[config.mk]
export PLATFORM = sky130hd
export DESIGN_NAME = ysyx_23060042_fetch_ctrl
export DESIGN_NICKNAME = d
export VERILOG_FILES = /design/src/rtl/ysyx_23060042_pkg.sv /design/src/rtl/ysyx_23060042_fetch_ctrl.sv
export SDC_FILE = /design/constraint.sdc
export NUM_CORES = 1
export LEC_CHECK = 0
export BUFFER_PORTS_ARGS = -buffer_cell sky130_fd_sc_hd__buf_2
export CORE_MARGIN = 5
export CORE_UTILIZATION = 25
export CTS_BUF_LIST = sky130_fd_sc_hd__clkbuf_4 sky130_fd_sc_hd__clkbuf_8
export CTS_CLUSTER_DIAMETER = 60
export CTS_CLUSTER_SIZE = 10
export DETAILED_ROUTE_END_ITERATION = 6
export PLACE_DENSITY = 0.49
export SLEW_MARGIN = 40
export SYNTH_ARGS = -nofsm -noshare
export SYNTH_HDL_FRONTEND = slang
export SYNTH_SLANG_ARGS = --single-unit
[constraint.sdc]
create_clock -name clk -period 2 [get_ports clk]
set_input_delay 0.3 -clock clk [delete_from_list [all_inputs] [get_ports clk]]
set_output_delay 0.3 -clock clk [all_outputs]
set_load 0.02 [all_outputs]
[src/rtl/ysyx_23060042_pkg.sv]
// ysyx_23060042_pkg: shared types and constants for the fetch controller
package ysyx_23060042_pkg;
   typedef enum logic [2:0] {BOOT, AR, R_WAIT, HOLD, NEXT, FAULT} fetch_state_e;
   typedef enum logic [1:0] {
      FF_NONE     = 2'b00,
      FF_MISALIGN = 2'b01,
      FF_BUSERR   = 2'b10,
      FF_TIMEOUT  = 2'b11
   } fetch_fault_e;
   localparam logic [1:0] RESP_OKAY = 2'b00;
endpackage

[src/rtl/ysyx_23060042_fetch_ctrl.sv]
// ysyx_23060042_fetch_ctrl: multi-cycle fetch FSM owning the pc, AR/R read channel, decode and npc handshakes
module ysyx_23060042_fetch_ctrl
   import ysyx_23060042_pkg::*;
#(
   parameter int                ADDR_W   = 32,
   parameter int                DATA_W   = 32,
   parameter logic [ADDR_W-1:0] RESET_PC = 32'h8000_0000,
   parameter int                TIMEOUT  = 256
) (
   input  logic              clk,
   input  logic              rst,
   output logic [ADDR_W-1:0] araddr,
   output logic              arvalid,
   input  logic              arready,
   input  logic [DATA_W-1:0] rdata,
   input  logic [1:0]        rresp,
   input  logic              rvalid,
   output logic              rready,
   output logic [DATA_W-1:0] inst,
   output logic [ADDR_W-1:0] inst_pc,
   output logic              inst_valid,
   input  logic              inst_ready,
   input  logic [ADDR_W-1:0] npc,
   input  logic              npc_valid,
   output logic              npc_ready,
   output logic              fault,
   output logic [1:0]        fault_cause
);
   localparam int CW = (TIMEOUT > 1) ? $clog2(TIMEOUT) : 1;
   fetch_state_e      state, state_nx;
   fetch_fault_e      cause, cause_nx;
   logic [ADDR_W-1:0] pc;
   logic [DATA_W-1:0] inst_q;
   logic [CW-1:0]     cnt;
   logic              t_out;
   logic              r_ok;
   assign t_out = (TIMEOUT != 0) && (cnt == CW'(TIMEOUT - 1));
   assign r_ok  = rresp == RESP_OKAY;
   // state and sticky fault cause
   always_ff @(posedge clk or negedge rst) begin
      if (!rst) begin
         state <= BOOT;
         cause <= FF_NONE;
      end else begin
         state <= state_nx;
         cause <= cause_nx;
      end
   end
   // next state; a beat arriving in the last wait cycle beats the timeout
   always_comb begin
      state_nx = state;
      cause_nx = cause;
      case (state)
         BOOT: begin
            state_nx = pc[1:0] != 2'b00 ? FAULT : AR;
            cause_nx = pc[1:0] != 2'b00 ? FF_MISALIGN : FF_NONE;
         end
         AR: state_nx = arready ? R_WAIT : AR;
         R_WAIT: begin
            if (rvalid) state_nx = r_ok ? HOLD : FAULT;
            else if (t_out) state_nx = FAULT;
            if (rvalid && !r_ok) cause_nx = FF_BUSERR;
            else if (!rvalid && t_out) cause_nx = FF_TIMEOUT;
         end
         HOLD: state_nx = inst_ready ? NEXT : HOLD;
         NEXT: begin
            if (npc_valid) state_nx = npc[1:0] != 2'b00 ? FAULT : AR;
            if (npc_valid && npc[1:0] != 2'b00) cause_nx = FF_MISALIGN;
         end
         default: state_nx = state;
      endcase
   end
   // pc, captured instruction and read-wait counter
   always_ff @(posedge clk or negedge rst) begin
      if (!rst) begin
         pc     <= RESET_PC;
         inst_q <= '0;
         cnt    <= '0;
      end else begin
         if (state == NEXT && npc_valid) pc <= npc;
         if (state == R_WAIT && rvalid && r_ok) inst_q <= rdata;
         if (state == R_WAIT) cnt <= cnt + CW'(1);
         else if (state == NEXT) cnt <= '0;
      end
   end
   // handshake outputs decoded from state; FAULT keeps rready high to drain late beats
   always_comb begin
      arvalid    = state == AR;
      rready     = state == R_WAIT || state == FAULT;
      inst_valid = state == HOLD;
      npc_ready  = state == NEXT;
      fault      = state == FAULT;
   end
   assign araddr      = pc;
   assign inst_pc     = pc;
   assign inst        = inst_q;
   assign fault_cause = cause;
endmodule

# Word level (Yosys, flattened, before mapping)
# Cells that the tools add are included.
# W data, S select, Z words.
[word_totals]
out_inout_bits = 103
ff_bits = 77
input_bits = 72
elab_cells = 50
[op_classes]
add_sub_neg = 1
mux = 16
n_reduce_logical = 18
eq_ne = 10
[op_table]
columns = ["cell", "count"]
rows = [
  ["$mux W3", 7],
  ["$mux W8", 2],
  ["$pmux W3 S5", 1],
  ["$add A8 B1 Y8 const B", 1],
  ["$eq A8 B8 Y1 const B", 1],
  ["$mux W2", 4],
  ["$eq A3 B2 Y1 const B", 2],
  ["$eq A3 B3 Y1 const B", 2],
  ["$logic_and A1 B1 Y1", 6],
  ["$ne A3 B3 Y1 const B", 2],
  ["$pmux W2 S3", 1],
  ["$reduce_and A3 Y1", 2],
  ["$reduce_bool A2 Y1", 3],
  ["$reduce_bool A5 Y1", 1],
  ["$eq A3 B1 Y1 const B", 1],
  ["$logic_not A3 Y1", 1],
  ["$reduce_bool A3 Y1", 1],
  ["$logic_not A1 Y1", 2],
  ["$logic_not A2 Y1", 1],
  ["$ne A2 B1 Y1 const B", 1],
  ["$ne A2 B2 Y1 const B", 1],
  ["$logic_or A1 B1 Y1", 1],
  ["$mux W1", 1],
]

# Longest topological paths before layout
[depth]
depth_word = 5
ltp_mapped = 5
ltp_nobuf = 5

# Worst setup path after synthesis
# OpenSTA, ideal clock, no wires.
[synth_timing]
path_kind = "register -> output"
start = "reg state[0]"
end = "out rready"
path_buffers = 0
stages_incl_launch_ff = 4
t_required_ns = 1.700
setup_slack_ns = 0.280
arrival_ns = 1.420
path_cell_list = "dfrtp_1 > clkinv_1 > nor3_1 > nand2b_1"
[synth_via]
elab_chain_len = 2
[synth_rtl]
columns = ["element", "line_no", "rtl"]
rows = [
  ["start, declared", "ysyx_23060042_fetch_ctrl.sv:30", "fetch_state_e state, state_nx;"],
  ["start signal, assigned", "ysyx_23060042_fetch_ctrl.sv:45", "state <= state_nx;"],
  ["$eq A3 B3 Y1", "-", ""],
  ["via fault", "ysyx_23060042_fetch_ctrl.sv:26", "output logic fault,"],
  ["$logic_or A1 B1 Y1", "ysyx_23060042_fetch_ctrl.sv:89", "rready = state == R_WAIT || state == FAULT;"],
  ["end, declared", "ysyx_23060042_fetch_ctrl.sv:18", "output logic rready,"],
]
# The timed path passes the listed nets, and every way through them passes these cells.

# Final worst setup path
[layout_timing]
start = "reg state[1]"
end = "out rready"
[layout_via]
elab_chain_len = 2
[layout_rtl]
columns = ["element", "line_no"]
rows = [
  ["$eq A3 B2 Y1 / $eq A3 B3 Y1 (equally long branches)", "ysyx_23060042_fetch_ctrl.sv:89"],
  ["$logic_or A1 B1 Y1 *", "ysyx_23060042_fetch_ctrl.sv:89"],
]
# Every way passes the cells marked *; elsewhere a longest branch is shown, timed or not.

==> results.toml <==
[yosys]
yosysSeqAreaShare_pct = 56.3
ys_warn_count = 0
synth_compound_area_share_pct = 3.98
ys_types = 34
syn_area_sq_um = 3420
synth_ff_type = "dfrtp_1"
avgSynthCellArea_sq_um = 13.0
synth_edf_count = 0
synth_xor_xnor_area_share_pct = 0.256
synth_cells = 263
synthAdderAreaFrac_pct = 0.365
ys_seq_elements = 77
synth_async_sr_flop_share_pct = 100
synth_top_family_by_area = "multiplexers"
synth_fp_nets = 336
yosys.area_share.simple_pct = 5.99
synthMuxAreaShare_pct = 23.2

[power]
p_per_area_nw_per_um2 = 632
vdd_drop_max_mv = 0.322
power.total_uw = 2840
cellLeakagePower_uw = 0.00258

[placement]
place_congestion = 0.744
dp_cells = 575
dpl.hpwl_mm = 6.24
numPortBuffers = 174
placed_area_sq_um = 4280

[timing]
max-slew-margin-rel_pct = 66.5
fin_skew_ps = 7.87
fin_crit_sh_pct = 95.5
worst_pin_slew_ps = 503
fmax_mhz = 524
finalSetupTns_ps = 0
hold_viol = 0
period_needed_ps = 1910
setup_violations = 0
whs_ps = 160
final_max_slew_viol_count = 0
rsz0062_at_grt = "no"

[layout]
multi_input_area_sq_um = 1170
postLayoutCellArea_sq_um = 4490
layout-drive-gt1-share_pct = 64.2
diodes = 0
fin_cells = 592
final_nets = 484
syn_to_final_growth_pct = 31.2
n_fill_cell = 1374
seq_area_sq_um = 1930

[detailed_routing]
routedWlPerCell_microns = 13.9
dr.pass1.iters = 4
ant_nets = 0
drcViolationCount = 0
drt_iter0_drc = 89
via_per_inst = 4.23
wirelength_mm = 8.20
num_vias = 2502

[critical_path]
crit_slowest_cell = "or3b_1"
worst-path-buf-inv = 1
cp_top_family = "simple AND/OR/NAND/NOR gates"
path_class = "flop to output pin"
max_stage_delay_ps = 500
startpoint_type = "flop"
r2r_start = "state[1]"
cp_data_arrival_time_ps = 1610
cp_data_required_time_ps = 1700
path_cells = "or3b_1 -> nand2b_1 -> buf_2"
worst-path-max-fanout = 9
cp-end-kind = "output pin"
worstSetupStartpoint = "state[1]"

[cts]
cts_max_level = 3
clock_latency_ps = 360
cts_tree = "done"
postCtsSetupRepairBufs = 0
cts-root-buf = "clkbuf_8"
clockBufferDepth = 2
clk_pin_slew_worst_paths_ps = 80
cts_sinks = 77
cts_made_buffers = 9

[grt]
grt_pass1_vias = 2530
grt-ovfl-total = 0
grt_pass1_wl_mm = 13.0
antenna_found_initial = 0
grt_use_total_pct = 10.3
grt_max_degree = 42

[worst_hold_path]
hold_path.class = "input pin to flop"
min-delay-start = "npc[3]"

[die]
dieArea_sq_um = 16100
die_x_microns = 127
die_y_microns = 127
io_pins = 175
core_area_sq_um = 13300
num_rows = 42
initial_core_util_pct = 25.6

[outcome]
status = "finished, final reports clean"

[run]
maxCapViolCount = 0
## routing by layer
layer	part of all wire, %	vias up	track usage (%)
li1	-	1179	-
met1	42	1191	13.2
met2	45	121	15.1
met3	11	11	3.84
met4	1.9	0	5.30
met5	0	-	0
## Yosys cell counts, types with 2 or more instances
master / count / share of area, %
nand2_1: 13 / 1.4
nor3_1: 5 / 0.73
buf_2: 7 / 1.0
buf_6: 3 / 0.99
buf_4: 32 / 7.0
nand2b_1: 2 / 0.37
nand4_1: 2 / 0.37
nand3_1: 3 / 0.44
a21oi_1: 6 / 0.88
o21ai_0: 10 / 1.5
dfrtp_1: 76 / 56
and3_1: 3 / 0.55
inv_1: 5 / 0.55
mux2_1: 2 / 0.66
clkbuf_1: 2 / 0.22
nor2_1: 7 / 0.77
mux2i_1: 5 / 1.5
mux2_2: 64 / 21
## worst register-to-register path, cell delays in order (launching register included)
cell and delay [ps]:
dfrtp_1 470, or3b_1 500, nor3_2 260, and3_1 200, mux2i_1 170
## what timing repair did
| item | 4_1_cts | 5_1_grt |
|---|---|---|
| hold buffers | 1 | 0 |
| setup endpoints to repair | 0 | 2 |
| gates resized for setup | 0 | 3 |
| endpoints found under the hold margin | 36 | 0 |
## cells in the final DEF (no fill, tap or decap), drive strengths merged
cell type	Yosys	final
o211ai	1	1
nand2b	2	2
a21oi	6	6
nand4	2	2
nor4b	1	1
nand2	13	13
and3	3	3
nor3b	1	1
a221o	1	1
nand3	3	3
buf	42	180
dfrtp	76	76
a22oi	1	1
nor3	6	6
mux2	66	66
or3b	1	1
bufinv	0	1
nor2b	1	1
a32oi	1	1
nor2	7	7
o21ai	10	10
a31oi	1	1
o31ai	1	1
inv	5	5
dlygate4sd3	0	1
dfstp	1	1
xnor2	1	1
ha	1	1
mux2i	5	5
clkbuf	2	10
clkinv	1	3
clkinvlp	0	3
o31a	1	1
## cell families after synthesis
kind of cell / Yosys count
AO/OA/AOI/OAI: 23
XOR/XNOR: 1
adder cells (fa/ha/maj): 1
buffers and inverters: 50
flip-flops: 77
multiplexers: 71
AND/OR/NAND/NOR: 40
## state kept, by name (all words and copies together) (netlist names)
signal,count
inst,32
state,3
cnt,8
fault_cause,2
araddr,32
## layout make-up
type | count | share of cell area [%]
Multi-Input combinational cell | 136 | 26.0
Clock inverter | 6 | 1.42
Sequential cell | 77 | 43.0
Inverter | 6 | 0.585
Timing Repair Buffer | 181 | 21.2
Tap cell | 176 | 4.90
Clock buffer | 10 | 2.93
## path summary, 6_finish.rpt
| kind | depth (start not counted) | slack [ps] | to |
|---|---|---|---|
| worst max-delay path | 3 | 90 | rready |
| worst min-delay path | 2 | 160 | araddr[3] |
| worst max register to register | 4 | 330 | cnt[7] |
| worst min register to register | 1 | 500 | cnt[7] |
| max in group asynchronous | 3 | 880 | araddr[31] |
| min in group asynchronous | 2 | 450 | inst[19] |
## per-stage QoR
step / worst slack [ps] / utilization (%)
finish: 90.1 / 33.6
floorplan: 280 / -
detailed placement: 339 / 32.0
global placement: 380 / 32.0
CTS: 33.2 / 33.6
global route: 1.32 / 33.6
## report_power, final
part / total (uW) / leakage [uW] / switching [uW] / internal, uW
Combinational: 112 / 0.00142 / 55.1 / 57.2
Sequential: 1560 / 0.00106 / 0 / 1560
Clock: 1170 / 0.0000957 / 584 / 588
Total: 2840 / 0.00258 / 639 / 2200
No activity file was read; power rests on OpenSTA's default activity.
